**config.mk**
```make
export PLATFORM = sky130hd
export DESIGN_NAME = mux_scan_nby1_flat
export DESIGN_NICKNAME = d
export VERILOG_FILES = /design/src/rtl/mux_scan_nby1_if.sv /design/src/rtl/mux_scan_nby1.sv /design/src/flat_wrapper.sv
export SDC_FILE = /design/constraint.sdc
export NUM_CORES = 1
export LEC_CHECK = 0
export CORE_AREA = 2 2 56 58
export CTS_BUF_LIST = sky130_fd_sc_hd__clkbuf_16
export DETAILED_ROUTE_END_ITERATION = 8
export DIE_AREA = 0 0 58 60
export PLACE_DENSITY_LB_ADDON = 0.25
export SLEW_MARGIN = 20
export SYNTH_ARGS = -nofsm -noshare
export SYNTH_HDL_FRONTEND = slang
export SYNTH_SLANG_ARGS = --single-unit
```
**constraint.sdc**
```tcl
create_clock -name clk -period 2.3 [get_ports clk]
set_clock_uncertainty 0.15 [all_clocks]
set_input_delay 0.46 -clock clk [delete_from_list [all_inputs] [get_ports clk]]
set_output_delay 0.46 -clock clk [all_outputs]
set_load 0.05 [all_outputs]
```
**src/rtl/mux_scan_nby1_if.sv**
```systemverilog
`default_nettype none
// ============================================================================
// Module   : mux_scan_nby1_if
// Brief    : Sample output stream (data bit, channel index, wrap) with
//            valid/ready handshake.
// Revision : 1.0
// ============================================================================
interface mux_scan_nby1_if #(
    parameter int SEL_W = 4
);
    logic             Z;
    logic [SEL_W-1:0] ch_out;
    logic             out_valid;
    logic             out_ready;
    logic             wrap;

    modport master (
        output Z,
        output ch_out,
        output out_valid,
        output wrap,
        input  out_ready
    );

    modport slave (
        input  Z,
        input  ch_out,
        input  out_valid,
        input  wrap,
        output out_ready
    );
endinterface
`default_nettype wire

```
**src/rtl/mux_scan_nby1.sv**
```systemverilog
`default_nettype none
// ============================================================================
// Module   : mux_scan_nby1
// Brief    : Registered N:1 bit multiplexer with manual/auto-scan channel
//            sequencer and a stallable valid/ready output stage.
// Revision : 1.0
// ============================================================================
module mux_scan_nby1 #(
    parameter int NUM_CH  = 16,
    parameter int SEL_W   = $clog2(NUM_CH),
    parameter int DWELL_W = 4
) (
    input  wire logic               clk,
    input  wire logic               rst,
    input  wire logic               en,
    input  wire logic               mode,
    input  wire logic               sel_load,
    input  wire logic [SEL_W-1:0]   sel_in,
    input  wire logic [DWELL_W-1:0] dwell,
    input  wire logic [NUM_CH-1:0]  i,
    mux_scan_nby1_if.master         o_bus
);

    typedef enum logic [1:0] {
        ST_IDLE   = 2'd0,
        ST_MANUAL = 2'd1,
        ST_SCAN   = 2'd2
    } state_t;

    localparam logic [SEL_W-1:0] c_LAST_CH = SEL_W'(NUM_CH - 1);

    state_t             r_state;
    state_t             w_state_nxt;
    logic [SEL_W-1:0]   r_ptr;
    logic [DWELL_W-1:0] r_dwell_cnt;
    logic               r_z;
    logic [SEL_W-1:0]   r_ch;
    logic               r_valid;
    logic               r_wrap;

    logic               w_take;
    logic [DWELL_W-1:0] w_eff_m1;
    logic               w_dwell_done;
    logic               w_ptr_last;
    logic               w_scan_wrap;
    logic [SEL_W-1:0]   w_sel_clamped;

    always_comb begin
        w_state_nxt = ST_IDLE;
        if (en) begin
            w_state_nxt = mode ? ST_SCAN : ST_MANUAL;
        end
    end

    assign w_take        = (r_state != ST_IDLE) && (!r_valid || o_bus.out_ready);
    assign w_eff_m1      = (dwell == '0) ? '0 : (dwell - DWELL_W'(1));
    // >= rather than == so a dwell shortened mid-channel still advances
    assign w_dwell_done  = (r_dwell_cnt >= w_eff_m1);
    assign w_ptr_last    = (r_ptr == c_LAST_CH);
    assign w_scan_wrap   = (r_state == ST_SCAN) && w_dwell_done && w_ptr_last;
    assign w_sel_clamped = (sel_in > c_LAST_CH) ? c_LAST_CH : sel_in;

    always_ff @(posedge clk or posedge rst) begin
        if (rst) begin
            r_state     <= ST_IDLE;
            r_ptr       <= '0;
            r_dwell_cnt <= '0;
            r_z         <= 1'b0;
            r_ch        <= '0;
            r_valid     <= 1'b0;
            r_wrap      <= 1'b0;
        end else begin
            r_state <= w_state_nxt;

            if (w_take) begin
                r_z     <= i[r_ptr];
                r_ch    <= r_ptr;
                r_valid <= 1'b1;
                r_wrap  <= w_scan_wrap;
            end else if (r_valid && o_bus.out_ready) begin
                r_valid <= 1'b0;
            end

            // Load wins over scan advance; the take above still used the old pointer
            if (sel_load) begin
                r_ptr       <= w_sel_clamped;
                r_dwell_cnt <= '0;
            end else if ((w_state_nxt == ST_SCAN) && (r_state != ST_SCAN)) begin
                r_dwell_cnt <= '0;
            end else if (w_take && (r_state == ST_SCAN)) begin
                if (w_dwell_done) begin
                    r_dwell_cnt <= '0;
                    r_ptr       <= w_ptr_last ? '0 : (r_ptr + SEL_W'(1));
                end else begin
                    r_dwell_cnt <= r_dwell_cnt + DWELL_W'(1);
                end
            end
        end
    end

    assign o_bus.Z         = r_z;
    assign o_bus.ch_out    = r_ch;
    assign o_bus.out_valid = r_valid;
    assign o_bus.wrap      = r_wrap;

endmodule
`default_nettype wire

```
**src/flat_wrapper.sv**
```systemverilog
// flat-port wrapper written by rule: the top's interface ports become plain ports
module mux_scan_nby1_flat 
#(
    parameter int NUM_CH  = 16,
    parameter int SEL_W   = $clog2(NUM_CH),
    parameter int DWELL_W = 4
)
  (clk, rst, en, mode, sel_load, sel_in, dwell, i, o_bus_Z, o_bus_ch_out, o_bus_out_valid, o_bus_wrap, o_bus_out_ready);
  mux_scan_nby1_if #(.SEL_W(SEL_W)) o_bus_i ();
  input  wire logic clk;
  input  wire logic rst;
  input  wire logic en;
  input  wire logic mode;
  input  wire logic sel_load;
  input  wire logic [SEL_W-1:0] sel_in;
  input  wire logic [DWELL_W-1:0] dwell;
  input  wire logic [NUM_CH-1:0] i;
  output wire logic [$bits(o_bus_i.Z)-1:0] o_bus_Z;
  output wire logic [$bits(o_bus_i.ch_out)-1:0] o_bus_ch_out;
  output wire logic [$bits(o_bus_i.out_valid)-1:0] o_bus_out_valid;
  output wire logic [$bits(o_bus_i.wrap)-1:0] o_bus_wrap;
  input wire logic [$bits(o_bus_i.out_ready)-1:0] o_bus_out_ready;
  assign o_bus_Z = o_bus_i.Z;
  assign o_bus_ch_out = o_bus_i.ch_out;
  assign o_bus_out_valid = o_bus_i.out_valid;
  assign o_bus_wrap = o_bus_i.wrap;
  assign o_bus_i.out_ready = o_bus_out_ready;
  mux_scan_nby1 #(.NUM_CH(NUM_CH), .SEL_W(SEL_W), .DWELL_W(DWELL_W)) u_core (.clk(clk), .rst(rst), .en(en), .mode(mode), .sel_load(sel_load), .sel_in(sel_in), .dwell(dwell), .i(i), .o_bus(o_bus_i));
endmodule
```
; ---- Yosys cells after proc, flatten, opt, wreduce, memory -nomap -nowiden
; Index checks and enable logic that the tools add are counted.
[word_totals]
romBits = 0
latchBits = 0
memories = 0
register_bits = 17
out_inout_bits = 7
mem_bits_rw = 0
wordCells = 50
input_bits = 30
[classes]
shift = 0
n_reduce_logical = 15
add_sub_neg = 3
muxes = 17
magnitude_cmp = 3
bitwise = 0
multipliers = 0
eq_ne = 5
n_div = 0
[op_table]
columns = cell, n
row1 = 4-bit 2-to-1 mux, 11
row2 = 4-bit by 1-bit adder with 4-bit output (second input constant), 2
row3 = 2-bit nonzero test, 4
row4 = 1-bit logical AND, 6
row5 = 4-bit by 5-bit less-than comparator with 1-bit output (second input constant), 1
row6 = 1-bit binary-select mux with 4-bit select, 1
row7 = 2-bit == test (second input constant), 2
row8 = 4-bit == test (second input constant), 1
row9 = 4-bit >= comparator, 1
row10 = 4-bit greater-than comparator (second input constant), 1
row11 = 4-bit logical NOT, 1
row12 = 2-bit 2-to-1 mux, 2
row13 = 2-bit != test (second input constant), 2
row14 = 4-bit by 1-bit subtractor with 4-bit output (second input constant), 1
row15 = 1-bit 2-to-1 mux, 3
row16 = 3-bit AND reduction, 1
row17 = 3-bit nonzero test, 1
row18 = 1-bit logical NOT, 1
row19 = 1-bit logical OR, 1

; ---- Depth between registers and ports, before layout
[logic_depth]
depth_word = 7
depth_mapped = 9
mapped_depth_nobuf = 8

; ---- Least setup slack after synthesis
; Ideal clock, no wire load.
[synth_path]
path_type = input to register
start = in dwell[1]
end = reg u_core.r_ptr[1]
setup_time_ns = 0.125
n_path_buf = 1
arrival_time_ns = 2.350
required_time_ns = 2.025
slack_ns = -0.325
path_stages = 9
cell_sequence = nor3_1 > nor2_1 > ha_1 > nand2b_1 > a2111oi_2 > or3_1 > buf_2 > mux2_4 > mux2_2
[synth_via]
elab_chain_len = 5
elab_cells_between_ends = 6
classes_between = add/sub: 1 / order compare: 1 / mux: 1 / reduce/logical: 3
[synth_rtl]
columns = element, line
row1 = start: declaration, flat_wrapper.sv:16  ; input wire logic [DWELL_W-1:0] dwell;
row2 = 4-bit by 1-bit subtractor with 4-bit output or 4-bit logical NOT (tied branches), mux_scan_nby1.sv:56  ; assign w_eff_m1 = (dwell == '0) ? '0 : (dwell - DWELL_W'(1));
row3 = 4-bit 2-to-1 mux *, mux_scan_nby1.sv:56
row4 = 4-bit >= comparator *, mux_scan_nby1.sv:58  ; assign w_dwell_done = (r_dwell_cnt >= w_eff_m1);
row5 = 2-bit nonzero test (no line) *, --
row6 = 3-bit AND reduction (no line) *, --
row7 = end signal: assignment, mux_scan_nby1.sv:86  ; r_ptr <= w_sel_clamped;
row8 = end signal: assignment, mux_scan_nby1.sv:93  ; r_ptr <= w_ptr_last ? '0 : (r_ptr + SEL_W'(1));
row9 = end: declaration, mux_scan_nby1.sv:34  ; logic [SEL_W-1:0] r_ptr;
; Mark *: on every way between the ends. The rest lies on a longest branch, timed or not.
; A chain may end at the register's enable or synchronous reset.

; ---- Final worst setup path
[layout_path]
start = in dwell[2]
end = reg u_core.r_ptr[1]
; The elaborated chain is that of the path after synthesis.

==> qor.txt <==
Hold Path Stages: 2
R2R cell count: 7
GRT Residual Overflow: 0
post-synth cell types: 40
largest net degree at the start of global routing: 18
root buf cell: clkbuf_16
Synth-to-Final Area Change: 52.5%
failing checks: negative setup slack
switching share of power: 30.2%
final estimated routing congestion in global placement: 0.780
# port buffers: 36
CP Cell Sequence: buf_2 > o21a_1 > a21oi_1 > ha_1 > a2111oi_4 > or3_4 > mux2_4 > mux2_4
Syn Std Cell Area: 1090 µm²
LEAKAGE: 0.000701 µW
Hold Path Class: flop to flop
RR Endpoint: u_core.r_ptr[1]$_DFFE_PP0P_
Worst path top cell family by delay: compound AO/OA/AOI/OAI gates
WP buf/inv: 1
Post-synth ARST share: 100%
Ys Warns: 0
Hold Fails Final Rpt: 0
drt total wl: 2.54 mm
CTS Hold Buffers Added: 0
Slew headroom: 57.3%
FMAX: 0.431 GHz
PnR worst setup slack: -0.0209 ns
number of flops mapped to enable cells by yosys: 0
Synth Instances: 109
# rows: 20
clock latency on the worst-skew pair: 0.25 ns
fraction of layout cells with a size suffix above 1: 21.2%
clock transition at the registers of the reported paths: 0.05 ns
Sink Count: 17
min Tclk post-route: 2.32 ns
starting density of the core: 37.6%
Chip Width: 58 µm
Avg Cell Area, Syn: 10.0 µm²
Vias/cell: 5.50
DR pass1 iterations: 4
post-route DRC violation count: 0
max_cap viols: 0
Crit-path slowest cell: a2111oi_4
fin. max-slew vios: 0
outcome: finished with violations
CP Launch Type: primary input
hpwl dp: 1.95 mm
Worst Hold End: u_core.o_bus.out_valid$_DFFE_PP0P_
most frequent CP cell: mux2_4
via count: 1012
CORE AREA: 2900 µm²
Critical Setup Path Class: primary input to flop
mux contribution to synthesized area: 15.3%
Post-Route Setup TNS: -0.0209 ns
io pins: 37
TritonCTS buffer count: 3
worst hold start: u_core.r_state[1]$_DFF_PP0_
clock power share: 33.3%
nets@finish: 188
Post-Syn Nets: 145
r2r setup slk: 0.10 ns
initial antenna violation count: 0
Synth Area in XOR/XNOR: 0.802%
dpl cells: 179
RSZ-0062 raised after global routing: true
die area: 3480 µm²
drt initial violations: 25
sequential-to-total area share from yosys stat: 38.9%
WP data required: 2.28 ns
CTS max path bufs: 2
worst r2r src: u_core.r_dwell_cnt[0]$_DFFE_PP0P_
simple-gate share of the synthesized area: 19.4%
internal power: 730 µW
first-pass GRT wire length: 4.08 mm
post-route ant nets: 0
Reg power frac: 35.2%
Setup crit end kind: flop
Routed WL per cell: 13.8 µm
CP max stage delay: 0.37 ns
crit-path max FO: 5
n_diodes: 0
Switch Pwr: 316 µW
worst ir drop on vdd: 0.399 mV
total track usage: 15.0%
number of global-route vias before repair: 1013
Comb power frac: 31.5%
post-synthesis sequential element count: 17
H-tree levels: 1
most common cell after layout, fill and taps aside: clkdlybuf4s50_1
Die Y-Extent: 60 µm
largest family of logic cells by synthesized area: simple AND/OR/NAND/NOR gates
Final period util: 101%
Main synth FF type: dfrtp_1
worst slew pin tran: 0.640 ns
CP Depth: 8
final non-filler cell total: 184
arrival time worst endpoint: 2.30 ns
adder-cell share of the synthesized area: 6.87%
Final setup viols: 1
most frequent cells in the layout: clkdlybuf4s50_1 (32), dfrtp_1 (17), nor2_1 (8), nand2_1 (8), buf_4 (7)
P per Cell Area: 628 nW/µm²
compound-gate portion of the synthesized area: 15.8%
CTS tree: built
[sequential cells by signal, summed over array words and instances, names as in the netlist]
name,cells
u_core.r_ptr,4
u_core.r_dwell_cnt,4
u_core.o_bus.Z,1
u_core.o_bus.wrap,1
u_core.r_state,2
u_core.o_bus.out_valid,1
u_core.o_bus.ch_out,4
[tightest hold or removal path, delay by kind of cell, from the launching register on]
kind	cells	cell delay (ns)
and+or+nand+nor	2	0.11
DFF	1	0.36
[synthesized netlist by cell type (all sizes together), types with 2 or more instances]
master,n,area [µm²]
nand2,8,30.0
nor2,9,33.8
nor4,2,12.5
o21ai,5,25.0
a221o,2,20.0
mux4,2,45.0
nand2b,2,12.5
a21oi,4,20.0
ha,6,75.1
nor3,3,15.0
clkbuf,3,11.3
o21a,2,15.0
mux2,7,82.6
mux2i,4,40.0
nand3,4,20.0
dfrtp,17,425
buf,2,8.75
inv,3,11.3
nor2b,7,51.3
[worst max path at each step]
stage                        start                          end  slack, ns
after floorplan           dwell[1]  u_core.r_ptr[1]$_DFFE_PP0P_      -0.19
after global placement    dwell[1]  u_core.r_ptr[1]$_DFFE_PP0P_      -0.65
after detailed placement  dwell[1]  u_core.r_ptr[1]$_DFFE_PP0P_      -0.73
after CTS                 dwell[1]  u_core.r_ptr[1]$_DFFE_PP0P_      -0.07
after global routing      dwell[2]  u_core.r_ptr[1]$_DFFE_PP0P_      -0.09
final                     dwell[2]  u_core.r_ptr[1]$_DFFE_PP0P_      -0.02
[cells by family after synthesis]
kind of cell | count (synthesis)
buffers and inverters | 8
muxes | 13
and+or+nand+nor | 40
DFF | 17
xor gates and xnor gates | 1
AOI/OAI and AO/OA | 24
adders and majority gates | 6
[through the flow]
| stage | util (%) | cell area, µm² | setup slack (ns) | total power (µW) | hold slack [ns] |
|---|---|---|---|---|---|
| 6_report | 57.4 | 1670 | -0.0209 | 1050 | 0.355 |
| 5_1_grt | 57.4 | 1670 | -0.0852 | 1090 | 0.371 |
| 4_1_cts | 56.9 | 1650 | -0.0665 | 1050 | 0.362 |
| 3_5_place_dp | 53.3 | 1550 | -0.730 | 700 | 0.333 |
| 3_3_place_gp | 53.3 | 1550 | -0.647 | 693 | 0.342 |
| 2_1_floorplan | - | 1130 | -0.193 | 565 | 0.236 |
[routing by layer]
metal / global-route usage, % / vias up / share of wire [%]
met5: 0 / - / 0
met4: 3.99 / 0 / 0.28
met3: 2.60 / 2 / 6.1
met2: 27.9 / 35 / 50
met1: 17.7 / 485 / 44
li1: - / 490 / -
[timing repair]
item | in CTS | in global routing
pin swaps | 7 | 6
buffers inserted | 1 | 0
setup endpoints to repair | 9 | 5
cloned | 0 | 0
gates resized for setup | 25 | 5
[layout make-up]
cell class                 count  area (µm²)
clock buffer                   3        75.1
timing repair buffer          43         415
fill                         248        1240
clock inverter                 1        5.00
tap                           33        41.3
multi-input combinational     84         692
sequential                    17         425
inverter                       3        11.3
[power by group through the flow]
stage,Combinational (µW),Sequential (µW),Clock (µW)
after floorplan,126,439,0
after global placement,321,372,0
after detailed placement,326,374,0
after CTS,331,369,350
after global routing,351,374,368
final,330,368,348
No activity file was read; power rests on OpenSTA's default activity.
==> RTL edit (same settings) <==
The 3 states of `state_t` get a one-hot encoding in 3 bits.
--- a/src/rtl/mux_scan_nby1.sv
+++ b/src/rtl/mux_scan_nby1.sv
@@ -21,10 +21,10 @@
     mux_scan_nby1_if.master         o_bus
 );
 
-    typedef enum logic [1:0] {
-        ST_IDLE   = 2'd0,
-        ST_MANUAL = 2'd1,
-        ST_SCAN   = 2'd2
+    typedef enum logic [2:0] {
+        ST_IDLE   = 3'b001,
+        ST_MANUAL = 3'b010,
+        ST_SCAN   = 3'b100
     } state_t;
 
     localparam logic [SEL_W-1:0] c_LAST_CH = SEL_W'(NUM_CH - 1);
Function: no difference found for any inputs over 10 cycles, from zero or initial values and one cycle with rst high; not proved beyond that.
==> RTL edit against the unedited design <==
- setup slack better by 0.16 ns
- sequential cell count is 1 higher
- count of clock-buffer cells in the layout stayed put
- final cell count is 2.7% higher
- sequential share of layout area is 0.56 points higher
- power is 0.13% higher
- design area is 3.9% higher
- synthesized area is 3.1% higher
- wire length is 6.5% higher
- critical path type unchanged
- largest cell class unchanged
==> RTL edit: results (changes against the unedited design) <==
[worst_setup_path] capture point of the worst path u_core.r_ptr[2]$_DFFE_PP0P_
[final_layout] sequential cell count of the final layout 18 [+1]
[drt] met2 WL 1374 um [+8.4%]
[pwr] power share of the sequential group 35.8% [+0.6 points]
[drt] number of design-rule violations left by the first detailed-router iteration 24 [-4.0%]
[final_layout] non-clock buffer area fraction after layout 25.96% [+1.0 points]
[grt] met3 Resource Use GR 1.948% [-0.65 points]
[drt] total length of routed met3 wires 104 um [-33%]
[yosys] post-synth cell types 34 [-15%]
[final_layout] number of signal-net buffers in the layout 50 [+16%]
[sta] final hold slack 0.3470 ns [-0.007592 ns]
[pwr] switching share of power 28.74% [-1.5 points]
[worst_setup_path] endpoint of the worst register-to-register path u_core.o_bus.Z$_DFFE_PP0P_
[worst_setup_path] Max stage delay cell, worst path sky130_fd_sc_hd__o31a_1
[place] cell area after placement 1588 um2 [+2.7%]
[grt] pin count of the biggest net entering global routing 19 [+1]
[final_layout] count of inverters not on the clock network in the layout 5 [+2]
[grt] via count of the first global-routing pass 992 [-2.1%]
[final_layout] post-route non-filler standard cell count 189 [+2.7%]
[final_layout] Multi-Input Combinational 79 [-6.0%]
[final_layout] Finished Cell Area 1730 um2 [+3.9%]
[status] result of the run completed
[yosys] share of the yosys chip area belonging to registers 40.11% [+1.2 points]
[worst_setup_path] CP arrival 2.14 ns [-0.16 ns]
[yosys] syn avg cell area 10.62 um2 [+6.0%]
[worst_setup_path] Critical Path Start dwell[0]
[yosys] synthesized instance count 106 [-2.8%]
[pwr] Clk power 342 uW [-2%]
[pwr] cell leakage power 0.0007466 uW [+6.4%]
[sta] tightest slew margin relative to the limit 53.09% [-4.2 points]
[pwr] internal power contribution 746.4 uW [+2.2%]
RTL edit: cell count changes in the layout (fill, tap and decap cells not counted), moves of 3 or more:
cell / change
sky130_fd_sc_hd__mux4_1: +3
sky130_fd_sc_hd__nor2b_1: -3
sky130_fd_sc_hd__o21ai_0: +5
sky130_fd_sc_hd__clkbuf_2: +3
sky130_fd_sc_hd__buf_4: +7
sky130_fd_sc_hd__inv_1: +3
sky130_fd_sc_hd__nor2_1: -5
RTL edit: kinds of logic (layout without fill, tap and decap cells):
| kind of cell | count (synthesis) | after routing | synth area share [%] |
|---|---|---|---|
| buffers and inverters | 9 | 59 | 3.667 |
| AND/OR/NAND/NOR | 31 | 31 | 14.89 |
| multiplexers | 12 | 12 | 18.11 |
| adder cells (fa/ha/maj) | 6 | 6 | 6.666 |
| AO/OA/AOI/OAI | 30 | 30 | 16.56 |
| flip-flops | 18 | 18 | 40.11 |
